--- config.mk ---
export PLATFORM = sky130hd
export DESIGN_NAME = time_pack
export DESIGN_NICKNAME = d
export VERILOG_FILES = /design/src/rtl/time_pkg.sv /design/src/rtl/time_pack_check.sv /design/src/rtl/time_pack.sv
export SDC_FILE = /design/constraint.sdc
export NUM_CORES = 1
export LEC_CHECK = 0
export BUFFER_PORTS_ARGS = -buffer_cell sky130_fd_sc_hd__buf_2
export CAP_MARGIN = 30
export CORE_ASPECT_RATIO = 1.4
export CORE_MARGIN = 2
export CORE_UTILIZATION = 25
export CTS_CLUSTER_SIZE = 20
export DETAILED_ROUTE_END_ITERATION = 8
export PLACE_DENSITY = 0.43
export REMOVE_ABC_BUFFERS = 1
export SLEW_MARGIN = 5
export SYNTH_ARGS = -nofsm -noshare
export SYNTH_HDL_FRONTEND = slang
export SYNTH_SLANG_ARGS = --single-unit
--- constraint.sdc ---
create_clock -name clk -period 6.1 [get_ports clk]
set_input_delay 1.22 -clock clk [delete_from_list [all_inputs] [get_ports clk]]
set_output_delay 1.22 -clock clk [all_outputs]
set_load 0.02 [all_outputs]
--- src/rtl/time_pkg.sv ---
// Shared types and constants for the BCD time-of-day to seconds-of-day packer.
package time_pkg;

    typedef enum logic [1:0] {
        ST_IDLE,
        ST_CHECK,
        ST_ACC
    } state_e;

    // Six BCD digits of HH:MM:SS, most significant digit first.
    typedef struct packed {
        logic [3:0] h1;
        logic [3:0] h2;
        logic [3:0] m1;
        logic [3:0] m2;
        logic [3:0] s1;
        logic [3:0] s2;
    } bcd_time_t;

    localparam int SEC_PER_DAY = 86400;
    localparam int RADIX_TEN   = 10;
    localparam int RADIX_SIX   = 6;
    localparam int NUM_STEPS   = 5;

endpackage

--- src/rtl/time_pack_check.sv ---
// Combinational HH:MM:SS BCD validator; shared with the manual-set input path.
module bcd_time_check
    import time_pkg::*;
#(
    parameter int HOUR_LIMIT = 24
) (
    input  logic [3:0] h1,
    input  logic [3:0] h2,
    input  logic [3:0] m1,
    input  logic [3:0] m2,
    input  logic [3:0] s1,
    input  logic [3:0] s2,
    output logic       valid
);

    logic [7:0] hours;
    logic       digits_ok;

    // Hours value 10*h1 + h2 via shift-add; 8 bits covers any nibble pair.
    assign hours = ({4'b0, h1} << 3) + ({4'b0, h1} << 1) + {4'b0, h2};

    assign digits_ok = (h1 <= 4'd9) && (h2 <= 4'd9) &&
                       (m1 <= 4'd5) && (m2 <= 4'd9) &&
                       (s1 <= 4'd5) && (s2 <= 4'd9);

    assign valid = digits_ok && (int'(hours) < HOUR_LIMIT);

endmodule

--- src/rtl/time_pack.sv ---
// Converts captured HH:MM:SS BCD digits to a seconds-of-day count by
// mixed-radix Horner accumulation, one digit per cycle, shift-add only.
module time_pack
    import time_pkg::*;
#(
    parameter int SEC_W      = 17,
    parameter int HOUR_LIMIT = 24
) (
    input  logic             clk,
    input  logic             rst,
    input  logic             start,
    input  logic [3:0]       h1,
    input  logic [3:0]       h2,
    input  logic [3:0]       m1,
    input  logic [3:0]       m2,
    input  logic [3:0]       s1,
    input  logic [3:0]       s2,
    output logic             busy,
    output logic             done,
    output logic             err,
    output logic [SEC_W-1:0] seconds
);

    if ((2 ** SEC_W) < SEC_PER_DAY) begin : g_width_check
        $error("SEC_W too narrow for a full day of seconds");
    end

    state_e           state_q, state_d;
    bcd_time_t        dig_q;
    logic             cap_en;
    logic [SEC_W-1:0] acc_q, acc_d;
    logic [SEC_W-1:0] sec_q, sec_d;
    logic [2:0]       step_q, step_d;
    logic             done_q, done_d;
    logic             err_q, err_d;
    logic             valid;
    logic [3:0]       radix;
    logic [3:0]       digit;
    logic [SEC_W-1:0] scaled;
    logic [SEC_W-1:0] acc_next;

    bcd_time_check #(
        .HOUR_LIMIT(HOUR_LIMIT)
    ) u_check (
        .h1   (dig_q.h1),
        .h2   (dig_q.h2),
        .m1   (dig_q.m1),
        .m2   (dig_q.m2),
        .s1   (dig_q.s1),
        .s2   (dig_q.s2),
        .valid(valid)
    );

    // Horner step: step_q selects the radix and the digit folded in this cycle.
    always_comb begin
        // NOTE: every always_comb output gets a default first so no path leaves it unassigned (no latch).
        radix = 4'(RADIX_TEN);
        digit = 4'd0;
        case (step_q)
            3'd1: begin radix = 4'(RADIX_TEN); digit = dig_q.h2; end
            3'd2: begin radix = 4'(RADIX_SIX); digit = dig_q.m1; end
            3'd3: begin radix = 4'(RADIX_TEN); digit = dig_q.m2; end
            3'd4: begin radix = 4'(RADIX_SIX); digit = dig_q.s1; end
            3'd5: begin radix = 4'(RADIX_TEN); digit = dig_q.s2; end
            default: ;
        endcase
        scaled = (radix == 4'(RADIX_SIX)) ? (acc_q << 2) + (acc_q << 1)
                                          : (acc_q << 3) + (acc_q << 1);
        acc_next = scaled + SEC_W'(digit);
    end

    always_comb begin
        state_d = state_q;
        acc_d   = acc_q;
        step_d  = step_q;
        sec_d   = sec_q;
        err_d   = err_q;
        done_d  = 1'b0;
        cap_en  = 1'b0;
        case (state_q)
            ST_IDLE: begin
                if (start) begin
                    cap_en  = 1'b1;
                    state_d = ST_CHECK;
                end
            end
            ST_CHECK: begin
                if (!valid) begin
                    done_d  = 1'b1;
                    err_d   = 1'b1;
                    state_d = ST_IDLE;
                end else begin
                    acc_d   = SEC_W'(dig_q.h1);
                    step_d  = 3'd1;
                    state_d = ST_ACC;
                end
            end
            ST_ACC: begin
                if (step_q == 3'(NUM_STEPS)) begin
                    sec_d   = acc_next;
                    done_d  = 1'b1;
                    err_d   = 1'b0;
                    step_d  = 3'd0;
                    state_d = ST_IDLE;
                end else begin
                    acc_d  = acc_next;
                    step_d = step_q + 3'd1;
                end
            end
            default: state_d = ST_IDLE;
        endcase
    end

    always_ff @(posedge clk) begin
        // NOTE: sequential state uses non-blocking assignments so all registers update from pre-edge values.
        if (rst) begin
            state_q <= ST_IDLE;
            acc_q   <= '0;
            step_q  <= 3'd0;
            sec_q   <= '0;
            done_q  <= 1'b0;
            err_q   <= 1'b0;
        end else begin
            state_q <= state_d;
            acc_q   <= acc_d;
            step_q  <= step_d;
            sec_q   <= sec_d;
            done_q  <= done_d;
            err_q   <= err_d;
        end
    end

    // NOTE: digit capture registers are deliberately unreset; they are always loaded before being read.
    always_ff @(posedge clk) begin
        if (cap_en) begin
            dig_q <= '{h1: h1, h2: h2, m1: m1, m2: m2, s1: s1, s2: s2};
        end
    end

    assign busy    = (state_q != ST_IDLE);
    assign done    = done_q;
    assign err     = err_q;
    assign seconds = sec_q;

endmodule

==> flow_metrics.py, run 1 <==
metrics = {
    "outcome": {
        "status": "completed",
    },
    "timing": {
        "fmax_mhz": 232.5,
        "fin_skew_ps": 9.062,
        "finalMaxSlewViolations": 0,
        "worst_pin_slew_ps": 963.4,
        "grt_setup_unrepaired": "false",
        "hold_viol": 0,
        "period_share_pct": 70.51,
        "setup_ws_ps": 1799,
        "finalSetupViolCount": 0,
        "relSlewSlack_pct": 35.70,
        "setup_tns_ps": 0,
        "fin_crit_ps": 4301,
    },
    "min_path": {
        "min_to": "seconds[4]",
        "min_from": "seconds[4]",
        "hold_path_depth": 2,
        "min_path_type": "flop to flop",
    },
    "routing": {
        "via_per_inst": 5.068,
        "drtPass1Iterations": 6,
        "via_count": 4095,
        "finalWirelength_mm": 13.52,
        "drtAntennaViolNets": 0,
        "wire_per_inst_um": 16.74,
        "drtIter0Drc": 204,
        "drc": 0,
    },
    "cells_and_area": {
        "drive_gt1_share_pct": 13.91,
        "mostFrequentLayoutCells": "nor2_1 (56), nand2_1 (50), a21oi_1 (47), buf_2 (46)",
        "final_cells": 808,
        "final_area_um2": 5343,
        "area_growth_pct": 17.02,
        "antenna_cells": 0,
        "fin_nets": 635,
        "layout_commonest_cell": "nor2_1",
    },
    "clock_tree": {
        "clockRootBuffer": "clkbuf_16",
        "cts.sinks": 64,
        "numCtsBuffers": 9,
        "cts_hold_buf": 0,
        "cts_buffer_depth": 2,
        "htreeDepth": 3,
        "post_cts_buffers": 0,
        "cts_resized": 0,
        "cts_tree": "built",
        "clock_latency_ps": 350,
        "path_clk_slew_ps": 60,
    },
    "synthesis": {
        "yosysSeqAreaShare_pct": 33.32,
        "yosysWarnings": 0,
        "yosysUniqueCellTypes": 63,
        "syn-cell-area_um2": 4566,
        "synth_edf_count": 24,
        "postSynthRegisterBits": 64,
        "syn_avg_cell_area_um2": 8.746,
        "synthCells": 522,
        "synthArstFlopShare_pct": 0,
        "synth_ff_type": "dfxtp_1",
    },
    "placement": {
        "io_buffers": 46,
        "placed_cells_incl_taps": 792,
        "dp_slack_ps": 1820,
        "hpwlAfterDp_mm": 10.48,
        "globalplace.congestion": 0.8445,
        "placed_cell_area_um2": 5046,
    },
    "global_route": {
        "grt-ovfl-total": 0,
        "grt_pass1_vias": 4049,
        "grt_usage_pct": 14.16,
        "antenna_found_initial": 0,
        "grt_max_degree": 43,
        "grt_pass1_wl_mm": 21.32,
    },
    "die": {
        "chipHeight_um": 163.9,
        "die_w_um": 118.2,
        "ios": 47,
        "floorplan.initialDensity_pct": 25.47,
        "die_area_um2": 19380,
        "fp.coreArea_um2": 17920,
        "fp-row-count": 58,
    },
    "setup_path": {
        "crit_fanout": 19,
        "critPathMaxStageDelay_ps": 700,
        "required_ps": 6330,
        "start_kind": "flop",
        "critical_path_class": "flop to flop",
        "r2r_slack_ps": 1800,
        "r2r_cells": 14,
        "cpMaxStageDelayCell": "nor2_2",
        "endpoint_kind": "flop",
        "crit_arrival_ps": 4530,
        "rr_endpoint": "seconds[15]",
        "path_cells": "xnor2_2 > nor2_2 > nand2_1 > nand2_1 > inv_1 > fa_1 > inv_1 > a21oi_1 > nor2_1 > o21ai_0 > or4_1 > or3_4 > o21a_1 > o41ai_1",
        "r2r-start": "step_q[2]",
    },
    "pwr": {
        "pwr-share-comb_pct": 5.5,
        "p_int_mw": 0.7990,
        "p_seq_share_pct": 44.8,
        "p_switching_mw": 0.2456,
        "totalPowerFinal_mw": 1.045,
        "ir_drop_uv": 168.5,
        "p_leak_nw": 2.168,
        "sw_frac_of_total_pct": 23.51,
        "power_density_nw_per_um2": 195.5,
        "power_frac_clock_pct": 49.7,
    },
    "run": {
        "max_cap_violations": 0,
    },
}
==> synthesized netlist by cell type (3+ instances only) <==
cell | instances | area share [%]
and2_1 | 5 | 0.69
nor4b_1 | 3 | 0.58
or2_2 | 5 | 0.69
fa_1 | 5 | 2.2
clkbuf_1 | 15 | 1.2
mux2i_1 | 11 | 2.4
a21oi_1 | 47 | 5.2
nand3_1 | 11 | 1.2
a211oi_1 | 12 | 2.0
a31oi_1 | 4 | 0.55
a221o_1 | 3 | 0.66
o31a_1 | 3 | 0.58
dfxtp_1 | 40 | 18
ha_1 | 40 | 11
nor3_1 | 11 | 1.2
nor2_1 | 57 | 4.7
a21o_1 | 11 | 1.8
nand2b_1 | 6 | 0.82
a2111oi_0 | 3 | 0.58
nand3b_1 | 5 | 0.82
nand4_1 | 6 | 0.82
o21ai_0 | 22 | 2.4
nand2_1 | 50 | 4.1
edfxtp_1 | 24 | 16
or3_1 | 6 | 0.82
xor2_1 | 14 | 2.7
a32oi_1 | 6 | 1.2
o21a_1 | 4 | 0.66
inv_1 | 22 | 1.8
nor4_1 | 3 | 0.41
o211ai_1 | 5 | 0.82
a22oi_1 | 7 | 1.2
xnor2_1 | 10 | 1.9
==> metal layers <==
layer,vias to the layer above,routed length [um],GRT usage [%]
met3,23,344,1.701
met2,85,7236,27.17
met5,-,0,0
met1,1956,5517,15.17
li1,2031,-,-
met4,0,422,7.119
==> per-stage QoR <==
step                hold WS [ps]  utilization, %
finish                     451.1           29.81
global route               480.6           29.81
CTS                        456.1           29.81
detailed placement         447.0           28.15
global placement           444.2           28.07
floorplan                  481.0               -
==> kinds of logic (layout without fill, tap and decap cells) <==
| group | count (synthesis) | after routing | synth area share (%) |
|---|---|---|---|
| buf+inv | 40 | 86 | 3.453 |
| fa+ha+maj | 45 | 45 | 13.15 |
| xor+xnor | 25 | 25 | 4.960 |
| compound gates | 154 | 154 | 23.24 |
| flops | 64 | 64 | 33.32 |
| simple gates | 183 | 183 | 19.46 |
| mux | 11 | 11 | 2.412 |
==> state kept, by name (all words and copies together) (netlist names) <==
signal / count
done: 1
err: 1
state_q: 2
seconds: 17
dig_q: 24
acc_q: 16
step_q: 3
==> power groups by stage <==
| stage | combinational [mW] | sequential (mW) | clock [mW] |
|---|---|---|---|
| after floorplan | 0.0321 | 0.474 | 0 |
| after global placement | 0.0563 | 0.478 | 0 |
| after detailed placement | 0.0582 | 0.478 | 0 |
| after CTS | 0.0587 | 0.469 | 0.533 |
| after global routing | 0.0652 | 0.469 | 0.548 |
| final | 0.0574 | 0.468 | 0.519 |
==> area by class of cell <==
class,instances,area (um^2)
Timing Repair Buffer,48,252.7
Inverter,22,82.58
Fill cell,1912,12580
Tap cell,240,300.3
Clock inverter,7,71.32
Multi-Input combinational cell,418,2889
Clock buffer,9,225.2
Sequential cell,64,1521
==> how the worst max path moves through the flow <==
stage	depth (start not counted)	start	slack, ps	end
global route	14	step_q[2]	1430	seconds[15]
floorplan	12	step_q[2]	2570	seconds[16]
CTS	14	step_q[2]	1780	seconds[15]
global placement	14	step_q[2]	1840	seconds[15]
finish	14	step_q[2]	1800	seconds[15]
detailed placement	14	step_q[2]	1820	seconds[15]
==> critical path, delay by kind of cell (launching register included) <==
kind                       cells  cell delay [ps]
AOI/OAI and AO/OA              4              720
xor gates and xnor gates       1              190
adders and majority gates      1              430
buffers and inverters          2              150
DFF                            1              670
and+or+nand+nor                6             2040
Note: power is estimated with default switching activity, not from simulation.
==> inputs of run 2 (changes only) <==
PLACE_DENSITY = 0.45   (was 0.43)
clock period = 3.9 ns   (was 6.1 ns; I/O delays follow)
==> flow_metrics.py, run 2 (same netlist as run 1, synthesis figures left out) <==
metrics = {
    "outcome": {
        "status": "completed",
    },
    "timing": {
        "relSlewSlack_pct": 45.25,
        "finalSetupViolCount": 0,
        "fin_crit_ps": 3653,
        "setup_tns_ps": 0,
        "finalMaxSlewViolations": 0,
        "fmax_mhz": 273.7,
        "period_share_pct": 93.67,
        "worst_pin_slew_ps": 821.3,
        "grt_setup_unrepaired": "false",
        "hold_viol": 0,
        "fin_skew_ps": 11.43,
    },
    "pwr": {
        "power_density_nw_per_um2": 298.7,
        "ir_drop_uv": 251.1,
        "p_leak_nw": 2.235,
        "totalPowerFinal_mw": 1.621,
    },
    "clock_tree": {
        "post_cts_buffers": 0,
        "cts_buffer_depth": 2,
        "cts_tree": "built",
        "numCtsBuffers": 9,
        "clock_latency_ps": 350,
        "cts.sinks": 64,
        "clockRootBuffer": "clkbuf_16",
        "htreeDepth": 3,
        "path_clk_slew_ps": 50,
    },
    "die": {
        "die_area_um2": 19380,
        "floorplan.initialDensity_pct": 25.47,
        "chipHeight_um": 163.9,
        "ios": 47,
        "fp-row-count": 58,
        "die_w_um": 118.2,
        "fp.coreArea_um2": 17920,
    },
    "global_route": {
        "grtUsageMet1_pct": 14.82,
        "grt_use_met2_pct": 25.78,
        "use_met3_pct": 2.847,
        "grt_usage_pct": 13.96,
        "antenna_found_initial": 0,
        "grt_pass1_vias": 4054,
        "grt_max_degree": 43,
        "grt_pass1_wl_mm": 21.03,
        "grt_busiest_layer": "met2",
        "grt-ovfl-total": 0,
    },
    "cells_and_area": {
        "mostFrequentLayoutCells": "nor2_1 (56), nand2_1 (50), a21oi_1 (47), buf_2 (46), ha_1 (40)",
        "top_register": "dig_q",
        "area_growth_pct": 18.91,
        "antenna_cells": 0,
        "layout_commonest_cell": "nor2_1",
        "largest_reg_flops": 24,
        "fin_nets": 646,
        "drive_gt1_share_pct": 16.06,
    },
    "min_path": {
        "min_path_type": "flop to flop",
    },
    "routing": {
        "drtAntennaViolNets": 0,
        "via_per_inst": 5.011,
        "via_count": 4104,
        "finalWirelength_mm": 13.16,
        "wire_per_inst_um": 16.07,
        "drc": 0,
        "drtPass1Iterations": 4,
        "drtIter0Drc": 197,
    },
    "setup_path": {
        "crit_fanout": 4,
        "critPathMaxStageDelay_ps": 440,
        "path_cells": "ha_1 > fa_1 > a21o_1 > a21o_1 > a2111oi_2 > a32oi_1 > a2111o_1 > or4_4 > o41ai_2 > nand3b_1 > a311oi_2",
        "start_kind": "flop",
        "crit_arrival_ps": 3910,
        "required_ps": 4160,
        "endpoint_kind": "flop",
        "crit_path_frequent_cell": "a21o_1",
        "cpMaxStageDelayCell": "or4_4",
        "critical_path_class": "flop to flop",
    },
    "placement": {
        "globalplace.congestion": 0.8353,
        "io_buffers": 46,
        "hpwlAfterDp_mm": 10.25,
    },
    "run": {
        "max_cap_violations": 0,
    },
}
[run 2: cell types whose count changed in the layout (fill, tap and decap cells not counted), moves of 2 or more]
cell / previous run / this run
buf_4: 1 / 12
dfxtp_1: 40 / 37
clkinvlp_4: 2 / 0
dfxtp_2: 0 / 2
[run 2: final cells by class]
cell class / count / area (um^2)
clock buffer: 12 / 267.8
clock inverter: 4 / 25.02
fill: 1925 / 12500
inverter: 22 / 82.58
multi-input combinational: 418 / 2890
sequential: 64 / 1528
tap: 240 / 300.3
timing repair buffer: 59 / 335.3
[run 2: power breakdown]
part	internal, mW	switching (mW)
Clock	0.485	0.314
Combinational	0.0379	0.0518
Sequential	0.718	0.0145
[run 2: timing repair]
item	4_1_cts	5_1_grt
endpoints found under the hold margin	0	0
hold buffers	0	0
setup endpoints to repair	0	4
resized for setup	0	6
[run 2: metal layers]
layer	vias up	share of wire (%)
li1	2056	-
met1	1921	40
met5	-	0
met4	0	3.9
met3	30	3.9
met2	97	52
[run 2: critical path: cells and delay by family (launching register included)]
kind            cells  cell delay (ps)
flops               1              350
compound gates      7             1990
simple gates        2              570
fa+ha+maj           2              650
[run 2: final timing paths]
kind / start / end / slack, ps / depth (start not counted)
max: acc_q[0] / seconds[16] / 250 / 11
min: seconds[13] / seconds[13] / 450 / 2
max reg2reg: acc_q[0] / seconds[16] / 250 / 11
min reg2reg: seconds[13] / seconds[13] / 450 / 2
[run 2: through the flow]
stage	hold WS (ps)	setup slack (ps)	instance area [um^2]	instances	utilization [%]
after CTS	451.4	83.17	5419	819	30.23
after global routing	468.7	14.54	5429	819	30.29
after global placement	445.0	305.8	5111	802	28.51
after floorplan	481.0	368.5	4491	504	-
after detailed placement	443.9	114.2	5126	803	28.60
final	449.4	246.7	5429	819	30.29
==> inputs of run 3 (changes only) <==
CELL_PAD_IN_SITES_DETAIL_PLACEMENT = 0   (was unset)
CELL_PAD_IN_SITES_GLOBAL_PLACEMENT = 1   (was unset)
CORE_ASPECT_RATIO = unset   (was 1.4)
CORE_MARGIN = 5   (was 2)
PLACE_DENSITY = 0.54   (was 0.45)
==> flow_metrics.py, run 3 (same netlist as run 1, synthesis figures left out) <==
metrics = {
    "pwr": {
        "p_int_mw": 1.259,
        "p_switching_mw": 0.3839,
        "power_frac_clock_pct": 49.9,
        "pwr-share-comb_pct": 5.6,
        "totalPowerFinal_mw": 1.642,
        "p_seq_share_pct": 44.5,
        "power_density_nw_per_um2": 301.8,
        "sw_frac_of_total_pct": 23.37,
        "p_leak_nw": 2.246,
        "ir_drop_uv": 247.2,
    },
    "routing": {
        "via_count": 4082,
        "wire_per_inst_um": 15.77,
        "drtAntennaViolNets": 0,
        "finalWirelength_mm": 12.79,
        "drtIter0Drc": 187,
        "via_per_inst": 5.033,
        "drc": 0,
        "drtPass1Iterations": 4,
    },
    "setup_path": {
        "endpoint_kind": "flop",
        "start_kind": "flop",
        "crit_arrival_ps": 3920,
        "required_ps": 4140,
        "crit_fanout": 7,
        "r2r_slack_ps": 220,
        "critical_path_class": "flop to flop",
    },
    "global_route": {
        "grt_pass1_vias": 4070,
        "antenna_found_initial": 0,
        "grt_usage_pct": 11.98,
        "grt_pass1_wl_mm": 20.93,
        "grt_max_degree": 43,
        "grt-ovfl-total": 0,
    },
    "die": {
        "fp.coreArea_um2": 17960,
        "die_w_um": 145.1,
        "chipHeight_um": 145.1,
        "ios": 47,
        "floorplan.initialDensity_pct": 25.42,
        "die_area_um2": 21070,
        "fp-row-count": 49,
    },
    "cells_and_area": {
        "drive_gt1_share_pct": 16.49,
        "final_area_um2": 5443,
        "antenna_cells": 0,
        "fin_nets": 649,
        "final_cells": 811,
        "top_register": "dig_q",
        "fin_util_pct": 30.30,
        "largest_reg_flops": 24,
        "layout_commonest_cell": "nor2_1",
        "mostFrequentLayoutCells": "nor2_1 (56), nand2_1 (50), a21oi_1 (47), buf_2 (46), ha_1 (40)",
        "area_growth_pct": 19.21,
    },
    "placement": {
        "placed_cells_incl_taps": 794,
        "dp_slack_ps": 97.64,
        "globalplace.congestion": 0.8041,
        "hpwlAfterDp_mm": 10.08,
        "placed_cell_area_um2": 5120,
        "io_buffers": 46,
    },
    "timing": {
        "hold_viol": 0,
        "finalSetupViolCount": 0,
        "fin_skew_ps": 7.297,
        "finalMaxSlewViolations": 0,
        "setup_tns_ps": 0,
        "fmax_mhz": 271.9,
        "whs_ps": 451.0,
        "fin_crit_ps": 3677,
        "relSlewSlack_pct": 45.13,
        "period_share_pct": 94.29,
        "setup_ws_ps": 222.7,
        "worst_pin_slew_ps": 823.1,
        "grt_setup_unrepaired": "false",
    },
    "clock_tree": {
        "cts.sinks": 64,
        "cts_tree": "built",
        "clock_latency_ps": 330,
        "htreeDepth": 3,
        "cts_hold_buf": 0,
        "cts_resized": 0,
        "cts_buffer_depth": 2,
        "clockRootBuffer": "clkbuf_16",
        "numCtsBuffers": 9,
        "path_clk_slew_ps": 60,
        "post_cts_buffers": 0,
    },
    "run": {
        "max_cap_violations": 0,
    },
    "outcome": {
        "status": "completed",
    },
    "min_path": {
        "min_path_type": "flop to flop",
    },
}
## run 3: changes by cell type in the layout (fill, tap and decap cells not counted)
cell / delta
clkbuf_8: -1
buf_4: +3
a2111oi_1: -1
dfxtp_4: -1
clkinv_2: -1
inv_6: +3
a2111oi_0: +1
clkbuf_1: -1
clkinvlp_4: +1
bufinv_16: +1
inv_4: -1
dfxtp_1: +1
clkbuf_16: -1
## run 3: layout make-up
type                       count  area (um^2)
sequential                    64         1524
multi-input combinational    418         2889
tap                          229        286.5
clock inverter                 7        77.57
fill                        1944        12520
inverter                      22        82.58
clock buffer                   9        225.2
timing repair buffer          62        357.8
## run 3: worst paths after layout
check        depth (start not counted)           to   startpoint
max                                 11  seconds[16]     acc_q[1]
min                                  2  seconds[13]  seconds[13]
max reg2reg                         11  seconds[16]     acc_q[1]
min reg2reg                          2  seconds[13]  seconds[13]
## run 3: per-layer routing
layer | track usage (%) | wire length [um] | up-vias
li1 | - | - | 2054
met3 | 1.840 | 393 | 15
met4 | 3.778 | 172 | 0
met2 | 20.11 | 6039 | 65
met5 | 0 | 0 | -
met1 | 15.85 | 6187 | 1948
## run 3: worst max-delay path, cell delays in order (launching register included)
cell and delay [ps]:
dfxtp_1 400, ha_1 250, fa_1 400, a21o_1 200
a21o_1 190, a2111oi_2 400, a32oi_1 170, a2111o_1 420
or4_4 440, o41ai_2 350, nand3b_1 130, a311oi_2 230
## run 3: power by group through the flow
stage | registers [mW] | logic, mW | clock network [mW]
detailed placement | 0.746 | 0.0896 | 0
floorplan | 0.742 | 0.0501 | 0
global route | 0.732 | 0.106 | 0.867
CTS | 0.732 | 0.0904 | 0.839
finish | 0.731 | 0.0913 | 0.820
global placement | 0.747 | 0.0872 | 0
